<file path="src/rtl/effect_noise_gate.sv">
// effect_noise_gate
// Per-sample noise gate placed ahead of the chorus stage. A peak envelope
// follower feeds a five-state gate FSM (closed/attack/open/hold/release)
// that produces a 0..256 gain. The gain is applied to each sample with a
// registered multiply.
//
// Pipeline (one sample per i_valid, back-to-back allowed):
//   stage 1: latch sample, update envelope
//   stage 2: one FSM step (uses env including this sample, samples i_level
//            and i_enable), produces this sample's gain
//   stage 3: o_data = (x * gain) >>> 8
//
// Ports:
//   i_clk     sole clock
//   i_rst     synchronous active-high reset
//   i_valid   one-cycle strobe marking i_data valid
//   i_enable  1 = gate active, 0 = bypass (gain forced to 256)
//   i_level   threshold select, threshold = 32 << i_level
//   i_data    signed 16-bit input sample
//   o_data    gated sample, holds its value between strobes
//   o_valid   one-cycle strobe, three cycles after the matching i_valid
module effect_noise_gate #(
    parameter int unsigned DECAY_SHIFT  = 6,
    parameter int unsigned HOLD_SAMPLES = 3200,
    parameter int unsigned ATTACK_STEP  = 16,
    parameter int unsigned RELEASE_STEP = 1
) (
    input  logic               i_clk,
    input  logic               i_rst,
    input  logic               i_valid,
    input  logic               i_enable,
    input  logic [2:0]         i_level,
    input  logic signed [15:0] i_data,
    output logic signed [15:0] o_data,
    output logic               o_valid
);

    localparam int unsigned    HCW        = (HOLD_SAMPLES < 2) ? 1 : $clog2(HOLD_SAMPLES + 1);
    localparam logic [HCW-1:0] HOLD_INIT  = HCW'(HOLD_SAMPLES);
    localparam logic [31:0]    ATT_STEP_W = 32'(ATTACK_STEP);
    localparam logic [31:0]    REL_STEP_W = 32'(RELEASE_STEP);
    localparam logic [8:0]     GAIN_FULL  = 9'd256;
    // Gain used on the first release sample after the hold expires.
    localparam logic [8:0]     REL_FROM_FULL = (RELEASE_STEP >= 256) ? 9'd0 : 9'(256 - RELEASE_STEP);
    // Gain used on the first attack sample out of CLOSED.
    localparam logic [8:0]     ATT_FIRST  = (ATTACK_STEP >= 256) ? 9'd256 : ATT_STEP_W[8:0];

    typedef enum logic [2:0] {
        ST_CLOSED  = 3'd0,
        ST_ATTACK  = 3'd1,
        ST_OPEN    = 3'd2,
        ST_HOLD    = 3'd3,
        ST_RELEASE = 3'd4
    } gate_state_t;

    // Stage 1 registers
    logic               v1_q;
    logic signed [15:0] x1_q;
    logic [14:0]        env_q, env_d;
    // Stage 2 registers (FSM)
    gate_state_t        state_q, state_d;
    logic [8:0]         gain_q, gain_d;
    logic [HCW-1:0]     hold_q, hold_d;
    logic               v2_q;
    logic signed [15:0] x2_q;

    logic [14:0]        abs_s;
    logic [14:0]        env_decay_s;
    logic [14:0]        thr_s;
    logic               above_s;
    logic [31:0]        att_sum_s;
    logic [8:0]         att_gain_s;
    logic [8:0]         rel_gain_s;
    logic signed [25:0] prod_unused_s;
    logic signed [15:0] o_data_d;

    // Stage-1 envelope: peak capture, otherwise proportional decay plus one.
    always_comb begin
        abs_s       = 15'd0;
        env_decay_s = env_q - (env_q >> DECAY_SHIFT) - {14'd0, (env_q != 15'd0)};
        env_d       = env_q;
        if (i_data[15]) begin
            // -32768 has no positive twin; clamp its magnitude to 32767.
            if (i_data == 16'sh8000) begin
                abs_s = 15'h7FFF;
            end else begin
                abs_s = 15'((~i_data) + 16'sd1);
            end
        end else begin
            abs_s = i_data[14:0];
        end
        if (i_valid) begin
            if (abs_s > env_q) begin
                env_d = abs_s;
            end else begin
                env_d = env_decay_s;
            end
        end else begin
            env_d = env_q;
        end
    end

    // Stage-2 gain arithmetic: saturating attack/release steps.
    always_comb begin
        thr_s      = 15'd32 << i_level;
        above_s    = (env_q >= thr_s);
        att_sum_s  = 32'(gain_q) + ATT_STEP_W;
        att_gain_s = 9'd0;
        rel_gain_s = 9'd0;
        if (att_sum_s >= 32'd256) begin
            att_gain_s = GAIN_FULL;
        end else begin
            att_gain_s = att_sum_s[8:0];
        end
        if (32'(gain_q) <= REL_STEP_W) begin
            rel_gain_s = 9'd0;
        end else begin
            rel_gain_s = gain_q - REL_STEP_W[8:0];
        end
    end

    // Stage-2 gate FSM: one step per sample, nothing moves on idle cycles.
    always_comb begin
        state_d = state_q;
        gain_d  = gain_q;
        hold_d  = hold_q;
        if (v1_q) begin
            if (!i_enable) begin
                // Bypass parks the gate fully open so re-enable is click-free.
                state_d = ST_OPEN;
                gain_d  = GAIN_FULL;
                hold_d  = {HCW{1'b0}};
            end else begin
                case (state_q)
                    ST_CLOSED: begin
                        if (above_s) begin
                            state_d = ST_ATTACK;
                            gain_d  = ATT_FIRST;
                        end else begin
                            gain_d  = 9'd0;
                        end
                    end
                    ST_ATTACK: begin
                        gain_d = att_gain_s;
                        if (att_gain_s == GAIN_FULL) begin
                            state_d = ST_OPEN;
                        end else begin
                            state_d = ST_ATTACK;
                        end
                    end
                    ST_OPEN: begin
                        gain_d = GAIN_FULL;
                        if (!above_s) begin
                            state_d = ST_HOLD;
                            hold_d  = HOLD_INIT;
                        end else begin
                            state_d = ST_OPEN;
                        end
                    end
                    ST_HOLD: begin
                        if (above_s) begin
                            state_d = ST_OPEN;
                            gain_d  = GAIN_FULL;
                        end else if (hold_q == {HCW{1'b0}}) begin
                            state_d = ST_RELEASE;
                            gain_d  = REL_FROM_FULL;
                        end else begin
                            hold_d  = hold_q - HCW'(1'b1);
                            gain_d  = GAIN_FULL;
                        end
                    end
                    ST_RELEASE: begin
                        if (above_s) begin
                            state_d = ST_ATTACK;
                            gain_d  = att_gain_s;
                        end else begin
                            gain_d = rel_gain_s;
                            if (rel_gain_s == 9'd0) begin
                                state_d = ST_CLOSED;
                            end else begin
                                state_d = ST_RELEASE;
                            end
                        end
                    end
                    default: begin
                        state_d = ST_CLOSED;
                        gain_d  = 9'd0;
                        hold_d  = {HCW{1'b0}};
                    end
                endcase
            end
        end else begin
            state_d = state_q;
            gain_d  = gain_q;
            hold_d  = hold_q;
        end
    end

    // Stage-3 multiply: gain is zero-extended so the product stays signed;
    // bits [23:8] are the arithmetic >>>8 result (floor rounding).
    always_comb begin
        prod_unused_s = x2_q * $signed({1'b0, gain_q});
        o_data_d      = prod_unused_s[23:8];
    end

    // Pipeline and FSM state registers with synchronous reset.
    always_ff @(posedge i_clk) begin
        if (i_rst) begin
            v1_q    <= 1'b0;
            x1_q    <= 16'sd0;
            env_q   <= 15'd0;
            state_q <= ST_CLOSED;
            gain_q  <= 9'd0;
            hold_q  <= {HCW{1'b0}};
            v2_q    <= 1'b0;
            x2_q    <= 16'sd0;
            o_valid <= 1'b0;
            o_data  <= 16'sd0;
        end else begin
            v1_q    <= i_valid;
            if (i_valid) begin
                x1_q <= i_data;
            end
            env_q   <= env_d;
            state_q <= state_d;
            gain_q  <= gain_d;
            hold_q  <= hold_d;
            v2_q    <= v1_q;
            if (v1_q) begin
                x2_q <= x1_q;
            end
            o_valid <= v2_q;
            if (v2_q) begin
                o_data <= o_data_d;
            end
        end
    end

endmodule

</file>
<file path="config.mk">
export PLATFORM = sky130hd
export DESIGN_NAME = effect_noise_gate
export DESIGN_NICKNAME = d
export VERILOG_FILES = /design/src/rtl/effect_noise_gate.sv
export SDC_FILE = /design/constraint.sdc
export NUM_CORES = 1
export LEC_CHECK = 0
export BUFFER_PORTS_ARGS = -buffer_cell sky130_fd_sc_hd__buf_2
export CORE_MARGIN = 8
export CORE_UTILIZATION = 60
export CTS_BUF_LIST = sky130_fd_sc_hd__clkbuf_4 sky130_fd_sc_hd__clkbuf_8 sky130_fd_sc_hd__clkbuf_16
export DETAILED_ROUTE_END_ITERATION = 10
export GPL_TIMING_DRIVEN = 0
export PLACE_DENSITY = 0.78
export SETUP_SLACK_MARGIN = 0.4
export SKIP_LAST_GASP = 1
export SLEW_MARGIN = 40
export SYNTH_ARGS = -nofsm -noshare
export SYNTH_HDL_FRONTEND = slang
export SYNTH_SLANG_ARGS = --single-unit
</file>
<file path="constraint.sdc">
create_clock -name i_clk -period 12.3 [get_ports i_clk]
set_input_delay 2.46 -clock i_clk [delete_from_list [all_inputs] [get_ports i_clk]]
set_output_delay 2.46 -clock i_clk [all_outputs]
set_load 0.03 [all_outputs]
</file>
Word level (Yosys, flattened, before mapping). Cells that the tools add are included.

Output and inout bits: 17. Logic and storage cells: 67. Flip-flop bits (word level): 90. Bits of input ports: 23.

$mul: 1. Bitwise gates (word level): 1. $lt $le $gt $ge: 4. Shifts and indexed selects: 1. Muxes and demuxes: 25. Equality and inequality tests: 12. Reductions and logical operators: 7. Add/sub/neg operators: 6.

Operator list (count): $mux W9 (6); $mux W12 (4); $mux W15 (3); $pmux W9 S5 (1); $pmux W12 S3 (1); $mul A16 B10 Y24 (1); $mux W3 (6); $eq A16 B16 Y1 const B (1); $add A15 B2 Y15 const B (1); $ge A15 B15 Y1 (1); $gt A15 B15 Y1 (1); $not A15 Y15 (1); $pmux W3 S5 (1); $reduce_bool A15 Y1 (1); $shl A6 B3 Y15 const A (1); $sub A15 B1 Y15 (1); $sub A15 B9 Y15 (1); $logic_not A12 Y1 (1); $ne A3 B3 Y1 const B (4); $sub A12 B1 Y12 const B (1); $add A9 B5 Y10 const B (1); $ge A10 B9 Y1 const B (1); $eq A9 B9 Y1 const B (1); $le A9 B1 Y1 const B (1); other kinds (14) (15).

Longest topological paths before layout.
Depth after elaboration: 7. Mapped depth: 22.

Worst setup path before layout. OpenSTA, ideal clock, no wires.

Path type: input -> register. Start point: input i_data[0]. End point: register env_q[11]. Path buffers: 1. Data arrival time: 5.756 ns. Required time: 12.183 ns. Setup slack: 6.427 ns. Stages on the path: 14. Cells stage by stage: or4_1 > o21ai_1 > nand2_1 > o31a_1 > xnor2_1 > nand2_1 > ha_1 > nand4_1 > or2_2 > o31ai_1 > and2_1 > buf_2 > o21ai_0 > a32o_1.

Cells in the longest elaborated chain, start to end: 6. Elaborated cells on any way between the ends: 7.

Ends and longest elaborated chain: from (decl) (line 33) `input logic signed [15:0] i_data,`; $not A15 Y15 (line 87) `abs_s = 15'((~i_data) + 16'sd1);`; $add A15 B2 Y15 (line 87); $mux W15 (line 84) `if (i_data == 16'sh8000) begin`; $mux W15 (*) (line 82) `if (i_data[15]) begin`; $gt A15 B15 Y1 (line 93) `if (abs_s > env_q) begin`; $mux W15 (*) (line 93); to (signal assigned) (line 224) `env_q <= env_d;`; to (decl) (line 59) `logic [14:0] env_q, env_d;`.

Every way passes the cells marked *; elsewhere a longest branch is shown, timed or not. A chain may end at the register's enable or synchronous reset.

Worst setup path after layout.
Start point: register gain_q[6]. End point: register o_data[9].

Cells in the longest elaborated chain, start to end: 1.

Ends and longest elaborated chain: from (decl) (line 62) `logic [8:0] gain_q, gain_d;`; from (signal assigned) (line 226) `gain_q <= gain_d;`; $mul A16 B10 Y24 (line 202) `prod_unused_s = x2_q * $signed({1'b0, gain_q});`; to (signal assigned) (line 234) `o_data <= o_data_d;`; to (decl) (line 34) `output logic signed [15:0] o_data,`.

No other way between the ends.

==> impl_metrics.tcl <==
set metrics [dict create \
    yosysTopAreaCell "fa_1" \
    die_x_um 148.8 \
    area_growth_pct 7.364 \
    dpl.cell_count 1532 \
    routed_wl_um 27470 \
    cts_resized 0 \
    ys_seq_elements 90 \
    peakVddDrop_uv 123.9 \
    core-area_um2 17300 \
    outcome "completed" \
    gr-total-overflow 0 \
    synthArstFlopShare 0 \
    whs_ns 0.4585 \
    numCtsBuffers 9 \
    diodes 0 \
    ys_warn_count 0 \
    fin_tns_setup_ns 0 \
    synth_area_per_cell_um2 8.328 \
    fin_ws_ns 5.149 \
    cts_tree "built" \
    cp-end-kind "flop" \
    grt_most_used_layer "met2" \
    yosysSeqAreaShare 0.1702 \
    wl_per_cell_um 17.74 \
    power_uw 1125 \
    crit_required_ns 12.54 \
    crit_chain "clkbuf_1 -> clkbuf_1 -> clkbuf_1 -> nand2_1 -> fa_1 -> inv_1 -> fa_1 -> fa_1 -> fa_1 -> inv_1 -> fa_1 -> inv_1 -> ha_1 -> nor3_1 -> o21ai_0 -> a41oi_1 -> o31ai_1 -> a2111o_1 -> a31oi_1 -> xor2_1 -> o21ai_0" \
    synth_top_area_frac 0.2194 \
    leakagePower_uw 0.005451 \
    fin_crit_ns 7.151 \
    dr.pass1.iters 7 \
    cpPeakStageDelay_ns 0.57 \
    cts_root_buffer "clkbuf_16" \
    place_ws_ns 5.298 \
    critPathSlowestCell "a41oi_1" \
    startpoint_type "flop" \
    fin_nets 1553 \
    drtIter0Drc 779 \
    final_hold_viol_count 0 \
    power.density_nw_per_um2 98.98 \
    cap_violations 0 \
    rsz0062_at_grt "false" \
    use_met1 0.3273 \
    tightest_slew_ns 0.8717 \
    dieArea_um2 22150 \
    ant_nets 0 \
    hpwl_um 21080 \
    finalNonFillerCells 1548 \
    synth_edf_count 0 \
    postCtsSetupRepairBufs 0 \
    cts_hold_buf 0 \
    gp_congestion 0.9376 \
    synthTopCellsByArea "fa_1, dfxtp_1, ha_1, inv_1, nand2_1" \
    grt_pass1_wl_um 45350 \
    cts_sinks 90 \
    synth_top_family_by_area "adder cells" \
    vias_per_cell 5.935 \
    grt_start_max_net_pins 17 \
    drive_above_1_share 0.05593 \
    grt_usage 0.2535 \
    port_buffers 36 \
    netlist_area_um2 10590 \
    crit_type "reg2reg" \
    slew_headroom 0.4189 \
    drc 0 \
    num_rows 48 \
    htreeDepth 3 \
    finalCritPeriodShare 0.5814 \
    syn_inst 1271 \
    synth_xor_area_frac 0.03889 \
    grt_pass1_vias 9067 \
    antenna_found_initial 0 \
    setup_violations 0 \
    clock_path_buffers 2 \
    fmax_mhz 139.8 \
    clk_pin_slew_ns 0.08 \
    hp-class "reg2reg" \
    clk_latency_ns 0.36 \
    ios 40 \
    ys_types 68 \
    synth_ff_type "dfxtp_1" \
    gr-usage-met3 0.04581 \
    synthSimpleGateAreaFrac 0.1972 \
    via_count 9188 \
    synth_mux_area_frac 0.04539 \
    die_h_um 148.8 \
    crit_fanout 10 \
    synthAdderAreaFrac 0.3329 \
    fin_skew_ns 0.01536 \
    use_met2 0.4186 \
    start_util 0.6120 \
    crit_family "adder cells" \
    arrival_ns 7.39 \
    syn-num-nets 1506 \
    crit_buf_inv 6 \
    synth_compound_area_frac 0.1223 \
    drv_slew 0 \
    cp_common_cell "fa_1" \
]
## per-stage QoR
step / util / instance area, um2
CTS: 0.6565 / 11350
global route: 0.6570 / 11360
finish: 0.6570 / 11360
global placement: 0.6387 / 11050
floorplan: - / 10590
detailed placement: 0.6387 / 11050
## synthesized netlist by cell type (3+ instances only)
library cell and instances:
or2_2 5, buf_1 8, nand4_1 8, o211ai_1 3, nor3b_1 3, nand3b_1 4
o41ai_1 3, mux2i_1 48, or4_1 5, nor4_1 7, o22ai_1 3, a21oi_1 40
nor2b_1 6, nand2_1 131, o21ai_0 36, nor3_1 21, xnor2_1 27, nand3_1 24
inv_1 193, and2_1 66, or3b_2 3, dfxtp_1 90, a21o_1 7, a211oi_1 13
and3_1 5, ha_1 96, a311oi_1 6, o31a_1 4, fa_1 116, a221oi_1 7
xor2_1 20, nand2b_1 11, nor2_1 93, a22oi_1 3, clkbuf_1 55, o21a_1 10
a31oi_1 16, a211o_1 3, or3_1 18, o21ai_1 10, o31ai_1 7
## worst paths after layout
check                  start  slack (ns)    endpoint  cells past startpoint
hold / removal    o_data[14]        0.46  o_data[14]                      2
setup / recovery   gain_q[6]        5.15   o_data[9]                     21
setup reg to reg   gain_q[6]        5.15   o_data[9]                     21
hold reg to reg   o_data[14]        0.46  o_data[14]                      2
## worst min-delay path: stages (launching register included)
cell     delay, ns
dfxtp_1       0.32
nand2_1       0.04
o21ai_0       0.06
## report_power, final
part / switching (uW) / total (uW) / internal (uW) / leakage (uW)
registers: 27.9 / 341 / 313 / 0.000734
logic: 290 / 484 / 194 / 0.00457
clock network: 138 / 300 / 163 / 0.000145
total: 455 / 1120 / 670 / 0.00545
## final cells by class
type / instances / area [um2]
Buffer: 66 / 259.0
Clock buffer: 10 / 232.7
Clock inverter: 6 / 73.82
Fill cell: 1477 / 5932
Inverter: 194 / 728.2
Multi-Input combinational cell: 921 / 7807
Sequential cell: 90 / 1802
Tap cell: 225 / 281.5
Timing Repair Buffer: 36 / 180.2
## state kept, by name (all words and copies together) (netlist names)
register  cells
v2_q          1
state_q       3
o_data       16
v1_q          1
o_valid       1
hold_q       12
x2_q         16
gain_q        9
x1_q         16
env_q        15
## cells by family (layout without fill, tap and decap cells)
| family | Yosys count | count (layout) |
|---|---|---|
| AND/OR/NAND/NOR | 421 | 421 |
| buffers and inverters | 260 | 312 |
| adder cells (fa/ha/maj) | 212 | 212 |
| AO/OA/AOI/OAI | 193 | 193 |
| flip-flops | 90 | 90 |
| multiplexers | 48 | 48 |
| XOR/XNOR | 47 | 47 |
## routing by layer
layer	up-vias	part of all wire	wire length [um]
li1	4290	-	-
met3	76	0.070	1931
met5	-	0	0
met2	358	0.47	12940
met4	0	0.030	837
met1	4464	0.43	11760
## cells in the final DEF, fill, tap and decap left out, drive strengths merged, types with 16 or more instances in the layout
| master | n |
|---|---|
| xnor2 | 27 |
| inv | 195 |
| mux2i | 48 |
| a31oi | 16 |
| buf | 47 |
| o21ai | 46 |
| ha | 96 |
| fa | 116 |
| nor3 | 23 |
| or3 | 18 |
| clkbuf | 65 |
| nor2 | 93 |
| dfxtp | 90 |
| nand3 | 24 |
| and2 | 66 |
| a21oi | 41 |
| nand2 | 131 |
| xor2 | 20 |
Power figures use the tool's default switching activity.
